File: src/rtl/mips_pkg.sv
// Shared types and constants for the multicycle MIPS main control unit.
// Holds the state encoding, supported opcodes, ALUOp codes and the control word layout.
package mips_pkg;

  typedef enum logic [3:0] {
    FETCH    = 4'd0,
    DECODE   = 4'd1,
    MEMADR   = 4'd2,
    MEMREAD  = 4'd3,
    MEMWB    = 4'd4,
    MEMWRITE = 4'd5,
    EXECUTE  = 4'd6,
    ALUWB    = 4'd7,
    BRANCH   = 4'd8,
    ADDIEX   = 4'd9,
    ADDIWB   = 4'd10,
    JUMP     = 4'd11
  } state_t;

  localparam logic [5:0] OP_RTYPE = 6'b000000;
  localparam logic [5:0] OP_LW    = 6'b100011;
  localparam logic [5:0] OP_SW    = 6'b101011;
  localparam logic [5:0] OP_BEQ   = 6'b000100;
  localparam logic [5:0] OP_ADDI  = 6'b001000;
  localparam logic [5:0] OP_J     = 6'b000010;

  localparam logic [1:0] ALUOP_ADD   = 2'b00;
  localparam logic [1:0] ALUOP_SUB   = 2'b01;
  localparam logic [1:0] ALUOP_FUNCT = 2'b10;

  typedef struct packed {
    logic       iord;
    logic       mem_write;
    logic       ir_write;
    logic       reg_dst;
    logic       mem_to_reg;
    logic       reg_write;
    logic       alu_src_a;
    logic [1:0] alu_src_b;
    logic [1:0] pc_src;
    logic [1:0] alu_op;
    logic       pc_write;
    logic       branch;
    logic       instr_done;
    logic       illegal_op;
  } ctrl_t;

  function automatic logic op_is_legal(input logic [5:0] op);
    return (op == OP_RTYPE) || (op == OP_LW) || (op == OP_SW) ||
           (op == OP_BEQ) || (op == OP_ADDI) || (op == OP_J);
  endfunction

endpackage

File: src/rtl/mips_ctrl_outdec.sv
// Combinational control-word decoder: current state, opcode and memory-ready in,
// datapath selects and enables out. Unlisted outputs default to 0.
module mips_ctrl_outdec
  import mips_pkg::*;
#(
  parameter int OP_W    = 6,
  parameter int STATE_W = 4
) (
  input  logic [STATE_W-1:0] state,
  input  logic [OP_W-1:0]    op,
  input  logic               mem_ready,
  output ctrl_t              ctrl
);

  always_comb begin
    ctrl = '0;
    case (state_t'(state))
      FETCH: begin
        ctrl.alu_src_b = 2'b01;
        ctrl.alu_op    = ALUOP_ADD;
        ctrl.ir_write  = mem_ready;
        ctrl.pc_write  = mem_ready;
      end
      DECODE: begin
        // Branch target is precomputed here so BRANCH only needs the compare.
        ctrl.alu_src_b = 2'b11;
        ctrl.alu_op    = ALUOP_ADD;
        if (!op_is_legal(op)) begin
          ctrl.illegal_op = 1'b1;
          ctrl.instr_done = 1'b1;
        end
      end
      MEMADR: begin
        ctrl.alu_src_a = 1'b1;
        ctrl.alu_src_b = 2'b10;
        ctrl.alu_op    = ALUOP_ADD;
      end
      MEMREAD: begin
        ctrl.iord = 1'b1;
      end
      MEMWB: begin
        ctrl.mem_to_reg = 1'b1;
        ctrl.reg_write  = 1'b1;
        ctrl.instr_done = 1'b1;
      end
      MEMWRITE: begin
        ctrl.iord       = 1'b1;
        ctrl.mem_write  = 1'b1;
        ctrl.instr_done = mem_ready;
      end
      EXECUTE: begin
        ctrl.alu_src_a = 1'b1;
        ctrl.alu_src_b = 2'b00;
        ctrl.alu_op    = ALUOP_FUNCT;
      end
      ALUWB: begin
        ctrl.reg_dst    = 1'b1;
        ctrl.reg_write  = 1'b1;
        ctrl.instr_done = 1'b1;
      end
      BRANCH: begin
        ctrl.alu_src_a  = 1'b1;
        ctrl.alu_src_b  = 2'b00;
        ctrl.alu_op     = ALUOP_SUB;
        ctrl.pc_src     = 2'b01;
        ctrl.branch     = 1'b1;
        ctrl.instr_done = 1'b1;
      end
      ADDIEX: begin
        ctrl.alu_src_a = 1'b1;
        ctrl.alu_src_b = 2'b10;
        ctrl.alu_op    = ALUOP_ADD;
      end
      ADDIWB: begin
        ctrl.reg_write  = 1'b1;
        ctrl.instr_done = 1'b1;
      end
      JUMP: begin
        ctrl.pc_src     = 2'b10;
        ctrl.pc_write   = 1'b1;
        ctrl.instr_done = 1'b1;
      end
      default: ctrl = '0;
    endcase
  end

endmodule

File: src/rtl/mips_main_control_fsm.sv
// Multicycle MIPS main control FSM: state register and next-state logic, with the
// control word produced by mips_ctrl_outdec and write enables masked during reset.
module mips_main_control_fsm
  import mips_pkg::*;
#(
  parameter int OP_W    = 6,
  parameter int STATE_W = 4
) (
  input  logic            clk,
  input  logic            rst_n,
  input  logic [OP_W-1:0] Op,
  input  logic            MemReady,
  output logic            IorD,
  output logic            MemWrite,
  output logic            IRWrite,
  output logic            RegDst,
  output logic            MemtoReg,
  output logic            RegWrite,
  output logic            ALUSrcA,
  output logic [1:0]      ALUSrcB,
  output logic [1:0]      PCSrc,
  output logic [1:0]      ALUOp,
  output logic            PCWrite,
  output logic            Branch,
  output logic            InstrDone,
  output logic            IllegalOp
);

  logic [STATE_W-1:0] state_reg;
  ctrl_t              ctrl_dec;
  ctrl_t              ctrl;

  always_ff @(posedge clk or negedge rst_n) begin
    if (!rst_n) begin
      state_reg <= STATE_W'(FETCH);
    end else begin
      case (state_t'(state_reg))
        FETCH:    if (MemReady) state_reg <= STATE_W'(DECODE);
        DECODE: begin
          case (Op)
            OP_LW, OP_SW: state_reg <= STATE_W'(MEMADR);
            OP_RTYPE:     state_reg <= STATE_W'(EXECUTE);
            OP_BEQ:       state_reg <= STATE_W'(BRANCH);
            OP_ADDI:      state_reg <= STATE_W'(ADDIEX);
            OP_J:         state_reg <= STATE_W'(JUMP);
            default:      state_reg <= STATE_W'(FETCH);
          endcase
        end
        MEMADR:   state_reg <= (Op == OP_SW) ? STATE_W'(MEMWRITE) : STATE_W'(MEMREAD);
        MEMREAD:  if (MemReady) state_reg <= STATE_W'(MEMWB);
        MEMWRITE: if (MemReady) state_reg <= STATE_W'(FETCH);
        EXECUTE:  state_reg <= STATE_W'(ALUWB);
        ADDIEX:   state_reg <= STATE_W'(ADDIWB);
        default:  state_reg <= STATE_W'(FETCH);
      endcase
    end
  end

  mips_ctrl_outdec #(
    .OP_W    (OP_W),
    .STATE_W (STATE_W)
  ) u_outdec (
    .state     (state_reg),
    .op        (Op),
    .mem_ready (MemReady),
    .ctrl      (ctrl_dec)
  );

  // The state is already FETCH while rst_n is low; only side-effecting strobes need masking.
  always_comb begin
    ctrl = ctrl_dec;
    if (!rst_n) begin
      ctrl.mem_write  = 1'b0;
      ctrl.ir_write   = 1'b0;
      ctrl.reg_write  = 1'b0;
      ctrl.pc_write   = 1'b0;
      ctrl.branch     = 1'b0;
      ctrl.instr_done = 1'b0;
      ctrl.illegal_op = 1'b0;
    end
  end

  assign IorD      = ctrl.iord;
  assign MemWrite  = ctrl.mem_write;
  assign IRWrite   = ctrl.ir_write;
  assign RegDst    = ctrl.reg_dst;
  assign MemtoReg  = ctrl.mem_to_reg;
  assign RegWrite  = ctrl.reg_write;
  assign ALUSrcA   = ctrl.alu_src_a;
  assign ALUSrcB   = ctrl.alu_src_b;
  assign PCSrc     = ctrl.pc_src;
  assign ALUOp     = ctrl.alu_op;
  assign PCWrite   = ctrl.pc_write;
  assign Branch    = ctrl.branch;
  assign InstrDone = ctrl.instr_done;
  assign IllegalOp = ctrl.illegal_op;

endmodule

File: config.mk
export PLATFORM = sky130hd
export DESIGN_NAME = mips_main_control_fsm
export DESIGN_NICKNAME = d
export VERILOG_FILES = /design/src/rtl/mips_pkg.sv /design/src/rtl/mips_ctrl_outdec.sv /design/src/rtl/mips_main_control_fsm.sv
export SDC_FILE = /design/constraint.sdc
export NUM_CORES = 1
export LEC_CHECK = 0
export ABC_AREA = 0
export ABC_CLOCK_PERIOD_IN_PS = 3000
export CAP_MARGIN = 20
export CORE_AREA = 2 2 39 41
export DETAILED_ROUTE_END_ITERATION = 16
export DIE_AREA = 0 0 41 43
export DONT_BUFFER_PORTS = 1
export PLACE_DENSITY_LB_ADDON = 0.1
export SYNTH_ARGS = -nofsm -noshare
export SYNTH_HDL_FRONTEND = slang
export SYNTH_SLANG_ARGS = --single-unit
File: constraint.sdc
create_clock -name clk -period 3 [get_ports clk]
set_clock_uncertainty 0.15 [all_clocks]
set_input_delay 0.6 -clock clk [delete_from_list [all_inputs] [get_ports clk]]
set_output_delay 0.6 -clock clk [all_outputs]
set_load 0.02 [all_outputs]
### Word-level counts from Yosys, hierarchy flattened

Index checks and enable logic that the tools add are counted.

| storage, ports and cells | value |
|---|---|
| input bits | 9 |
| latch bits | 0 |
| word-level logic and storage cells | 58 |
| memory bits (writable) | 0 |
| output and inout bits | 17 |
| ROM bits | 0 |
| memories | 0 |
| register bits after elaboration | 4 |

| operators by class | value |
|---|---|
| $add $sub $neg | 0 |
| div/mod/pow operators | 0 |
| bitwise operators | 0 |
| shift-type cells | 0 |
| mux-type cells | 24 |
| reductions and logical operators | 14 |
| $lt $le $gt $ge | 0 |
| equal/unequal tests | 19 |
| multipliers | 0 |

Operator list:

| operator | count |
|---|---|
| case mux 4 bit (7 select lines) | 1 |
| case mux 4 bit (5 select lines) | 1 |
| == test 4 x 3 -> 1 bit (second input constant) | 4 |
| == test 4 bit (second input constant) | 4 |
| 2-to-1 mux 4 bit | 4 |
| == test 6 bit (second input constant) | 2 |
| 2-to-1 mux 1 bit | 10 |
| == test 4 x 2 -> 1 bit (second input constant) | 2 |
| case mux 2 bit (2 select lines) | 2 |
| == test 6 x 2 -> 1 bit (second input constant) | 1 |
| == test 6 x 3 -> 1 bit (second input constant) | 1 |
| == test 6 x 4 -> 1 bit (second input constant) | 1 |
| logical NOT 6 bit | 1 |
| inequality test 2 bit (second input constant) | 3 |
| case mux 2 bit (3 select lines) | 1 |
| OR reduction 2 bit | 3 |
| logical OR 1 bit | 5 |
| OR reduction 5 bit | 1 |
| == test 4 x 1 -> 1 bit (second input constant) | 1 |
| logical NOT 4 bit | 1 |
| 2-to-1 mux 2 bit | 2 |
| OR reduction 4 bit | 1 |
| 2-to-1 mux 3 bit | 1 |
| case mux 1 bit (3 select lines) | 1 |
| 3 further kinds | 3 |

### Depth between registers and ports, before layout

| logic depth | value |
|---|---|
| depth after elaboration | 9 |
| gate-level depth with buffers | 6 |
| mapped depth without buffers | 4 |

### Cells and area by module

From an unflattened synthesis, not the netlist that was laid out.

| second synthesis, totals | value |
|---|---|
| cells, all modules | 85 |
| area, all modules | 629.4 um^2 |

Modules (own cells, without submodules):

| module | times used | area an instance (um^2) | cells an instance | sequential area each (um^2) |
|---|---|---|---|---|
| mips_main_control_fsm | 1 | 369.1 | 44 | 100.1 |
| mips_ctrl_outdec | 1 | 260.2 | 41 | 0.0 |

### Least setup slack after synthesis

No wires, ideal clock.

| timing path | value |
|---|---|
| path kind | reg2out |
| from | reg state_reg[0] |
| to | out RegWrite |
| data arrival time | 1.550 ns |
| stages on the path, launching flop included | 6 |
| required time | 2.250 ns |
| buffers on the path | 2 |
| slack | 0.700 ns |
| cell sequence | dfrtp_1 -> buf_6 -> buf_6 -> nor3_1 -> a21oi_1 -> nor2_1 |

| on the way | value |
|---|---|
| word-level cells in the longest chain between the ends | 4 |
| elaborated cells on any way between the ends | 6 |
| classes of those cells | 3 x eq/ne; 2 x mux; 1 x reduce/logical |

Ends and longest elaborated chain:

| item | line | source |
|---|---|---|
| from (decl) | mips_main_control_fsm.sv:29 | `logic [STATE_W-1:0] state_reg;` |
| from (signal assigned) | mips_main_control_fsm.sv:35 | `state_reg <= STATE_W'(FETCH);` |
| from (signal assigned) | mips_main_control_fsm.sv:38 | `FETCH: if (MemReady) state_reg <= STATE_W'(DECODE);` |
| from (signal assigned) | mips_main_control_fsm.sv:41 | `OP_LW, OP_SW: state_reg <= STATE_W'(MEMADR);` |
| == test 4 x 3 -> 1 bit or == test 4 bit (tied branches) | mips_ctrl_outdec.sv:17 | `case (state_t'(state))` |
| OR reduction 3 bit (no line) (*) | - |  |
| 2-to-1 mux 1 bit (*) | mips_ctrl_outdec.sv:17 |  |
| 2-to-1 mux 1 bit (*) | mips_main_control_fsm.sv:72 | `if (!rst_n) begin` |
| to (decl) | mips_main_control_fsm.sv:18 | `output logic RegWrite,` |

Every way passes the cells marked *; elsewhere a longest branch is shown, timed or not.

### Final worst setup path

| timing path | value |
|---|---|
| from | reg state_reg[0] |
| to | out InstrDone |

| on the way | value |
|---|---|
| word-level cells in the longest chain between the ends | 4 |
| elaborated cells on any way between the ends | 10 |
| classes of those cells | 7 x eq/ne; 2 x mux; 1 x reduce/logical |

Ends and longest elaborated chain:

| item | line | source |
|---|---|---|
| == test 4 x 3 -> 1 bit or == test 4 bit (tied branches) | mips_ctrl_outdec.sv:17 |  |
| OR reduction 5 bit (no line) | - |  |
| case mux 1 bit (3 select lines) (*) | mips_ctrl_outdec.sv:17 |  |
| 2-to-1 mux 4 bit (*) | mips_main_control_fsm.sv:72 |  |
| to (decl) | mips_main_control_fsm.sv:25 | `output logic InstrDone,` |

Marked as above.

==> metrics.csv <==
stage,metric,value,unit
setup_path,cp-end-kind,output port,
cts,clock_latency,0.24,ns
finish,mostFrequentLayoutCells,"nor3_1, nor2_1, o21ai_0",
sta,whs,0.4876,ns
synthesis,synth-compound-area-share,28.06,%
floorplanning,io_pins,26,
finish,fin_nets,94,
sta,setup_violations,0,
sta,max_freq,368.0,MHz
sta,rsz0062_at_grt,no,
route,drtIter0Drc,13,
power,power_density,784.3,nW/um2
finish,fin_util,45.84,%
global_route,grt_pass1_wl,2435,um
cts,post_cts_buffers,0,
setup_path,crit_required,2.25,ns
global_route,overflow,0,
synthesis,synth-warning-count,0,
synthesis,postSynthCellCount,82,
synthesis,muxShareOfSynthArea,3.162,%
setup_path,critical_path_arrival,1.97,ns
cts,cts_root_buf,clkbuf_4,
setup_path,cp_max_fo,17,
finish,largest_reg_flops,4,
route,firstDrtPassIters,4,
synthesis,synth-simple-area-share,34.19,%
power,p_sw_share,54.72,%
route,vias_per_cell,6.263,
synthesis,synth_area,633.1,um2
route,drtAntennaViolNets,0,
placement,hpwl,1123,um
global_route,grt_max_degree,21,
synthesis,synthFlopType,dfrtp_1,
floorplanning,start_util,45.75,%
cts,cts_buffer_depth,2,
power,p_leak,0.2286,nW
synthesis,syn_avg_cell_area,7.721,um2
floorplanning,dieArea,1763,um2
synthesis,synth_xor_area_share,4.150,%
synthesis,synth_fa_ha_area_share,0,%
power,irDropWorstVdd,243.9,uV
synthesis,ys_types,36,
finish,layout_commonest_cell,nor3_1,
global_route,first_global_vias,562,
route,wirelength,1551,um
sta,max-slew-margin-rel,57.40,%
floorplanning,num_rows,14,
sta,drv_slew,0,
synthesis,synth_top_family_by_area,simple AND/OR/NAND/NOR gates,
synthesis,syn-num-nets,91,
cts,ctsHtreeMaxLevel,1,
setup_path,cp-start-kind,flip-flop,
sta,finalSetupTns,0,ns
route,drcViolationCount,0,
cts,clk_pin_slew,0.04,ns
setup_path,crit_type,flip-flop to output port,
global_route,antenna_found_initial,0,
cts,cts_made_buffers,3,
synthesis,synth_seq_cells,4,
placement,port_buffers,0,
synthesis,async_reset_ff_share,100.0,%
power,p_clk_share,13.6,%
flow_run,drv_cap,0,
cts,cts_tree,done,
synthesis,seq_area_frac_synth,15.81,%
sta,hold_viol_final,0,
route,vias,620,
finish,n_antenna_cell,0,
floorplanning,coreArea,1384,um2
floorplanning,die_h,43,um
synthesis,synth_edf_count,0,
finish,fillCellCount,154,
worst_hold_path,hold_path.class,input pin to async pin,
route,wl_per_cell,15.67,um
global_route,grt_usage,20.00,%
cts,clock-sinks,4,
sta,finalWorstPathRequiredPeriod,2.717,ns
power,comb_power_share,59.4,%
finish,area_delta_synth_final,0.1976,%
sta,worstMarginPinSlew,0.6342,ns
power,intPower,225.3,uW
status,status,"complete, no violations",
power,netSwitchingPower,272.2,uW
floorplanning,die_w,41,um
power,pwr-share-seq,27.0,%
sta,fin_crit_sh,90.57,%
finish,final_layout_size_suffix_gt1_share,15.66,%
placement,gp_congestion,0.8198,
per-layer routing:
| layer | share of wire (%) | global-route usage (%) |
|---|---|---|
| met5 | 0 | 0 |
| met4 | 1.6 | 8.000 |
| met3 | 9.3 | 5.236 |
| met2 | 47 | 30.31 |
| met1 | 42 | 25.81 |
cell usage after synthesis (2+ instances only):
| cell | n | area [um2] |
|---|---|---|
| a21o_1 | 2 | 15.01 |
| xor2_1 | 2 | 17.52 |
| nand2b_1 | 4 | 25.02 |
| nand2_1 | 4 | 15.01 |
| buf_6 | 6 | 67.56 |
| o21a_1 | 2 | 15.01 |
| inv_1 | 3 | 11.26 |
| dfrtp_1 | 4 | 100.1 |
| a21oi_1 | 4 | 20.02 |
| nor3_1 | 9 | 45.04 |
| mux2i_1 | 2 | 20.02 |
| nor2_1 | 8 | 30.03 |
| nand3_1 | 4 | 20.02 |
| o21ai_0 | 6 | 30.03 |
through the flow:
stage	std cells	setup slack (ns)	power, mW	area (um2)
finish	99	0.2829	0.4975	634.4
global route	99	0.1907	0.5360	634.4
CTS	99	0.2785	0.5000	634.4
detailed placement	95	0.5378	0.4271	601.8
global placement	95	0.5435	0.4297	601.8
floorplan	82	0.7000	0.4303	633.1
worst paths after layout:
kind / depth (start not counted) / end / slack [ns] / from
max in group asynchronous: 1 / state_reg[3] / 2.04 / rst_n
min in group clk: 3 / state_reg[3] / 0.49 / Op[5]
worst max register to register: 4 / state_reg[1] / 1.28 / state_reg[0]
worst max-delay path: 4 / InstrDone / 0.28 / state_reg[0]
worst min register to register: 1 / state_reg[2] / 0.58 / state_reg[3]
worst min-delay path: 1 / state_reg[1] / 0.49 / rst_n
final cells by class:
class                           count  area, um2  share of cell area, %
Sequential cell                     4      100.1                  15.78
Inverter                            3      11.26                  1.775
Timing Repair Buffer                5      40.04                  6.312
Tap cell                           16      20.02                  3.156
Multi-Input combinational cell     68      440.4                  69.43
Clock buffer                        3      22.52                  3.550
worst max-delay path: stages (launching register included):
cell	delay, ns
dfrtp_1	0.72
nand2b_1	0.21
nand2_1	0.06
a211o_1	0.30
a221oi_2	0.44
kinds of logic after synthesis:
logic type / count (synthesis)
and+or+nand+nor: 38
muxes: 2
buffers and inverters: 10
AOI/OAI and AO/OA: 25
DFF: 4
xor gates and xnor gates: 3
power groups by stage:
stage	Sequential, mW	Combinational, mW	Clock [mW]
2_1_floorplan	0.0771	0.353	0
3_3_place_gp	0.135	0.295	0
3_5_place_dp	0.134	0.293	0
4_1_cts	0.134	0.296	0.0697
5_1_grt	0.141	0.319	0.0762
6_report	0.134	0.296	0.0677
what timing repair did:
item	CTS	global route
hold endpoints to repair	4	0
gates resized for setup	0	0
hold buffers	1	0
setup endpoints to repair	0	0
(Power assumes the default switching activity.)
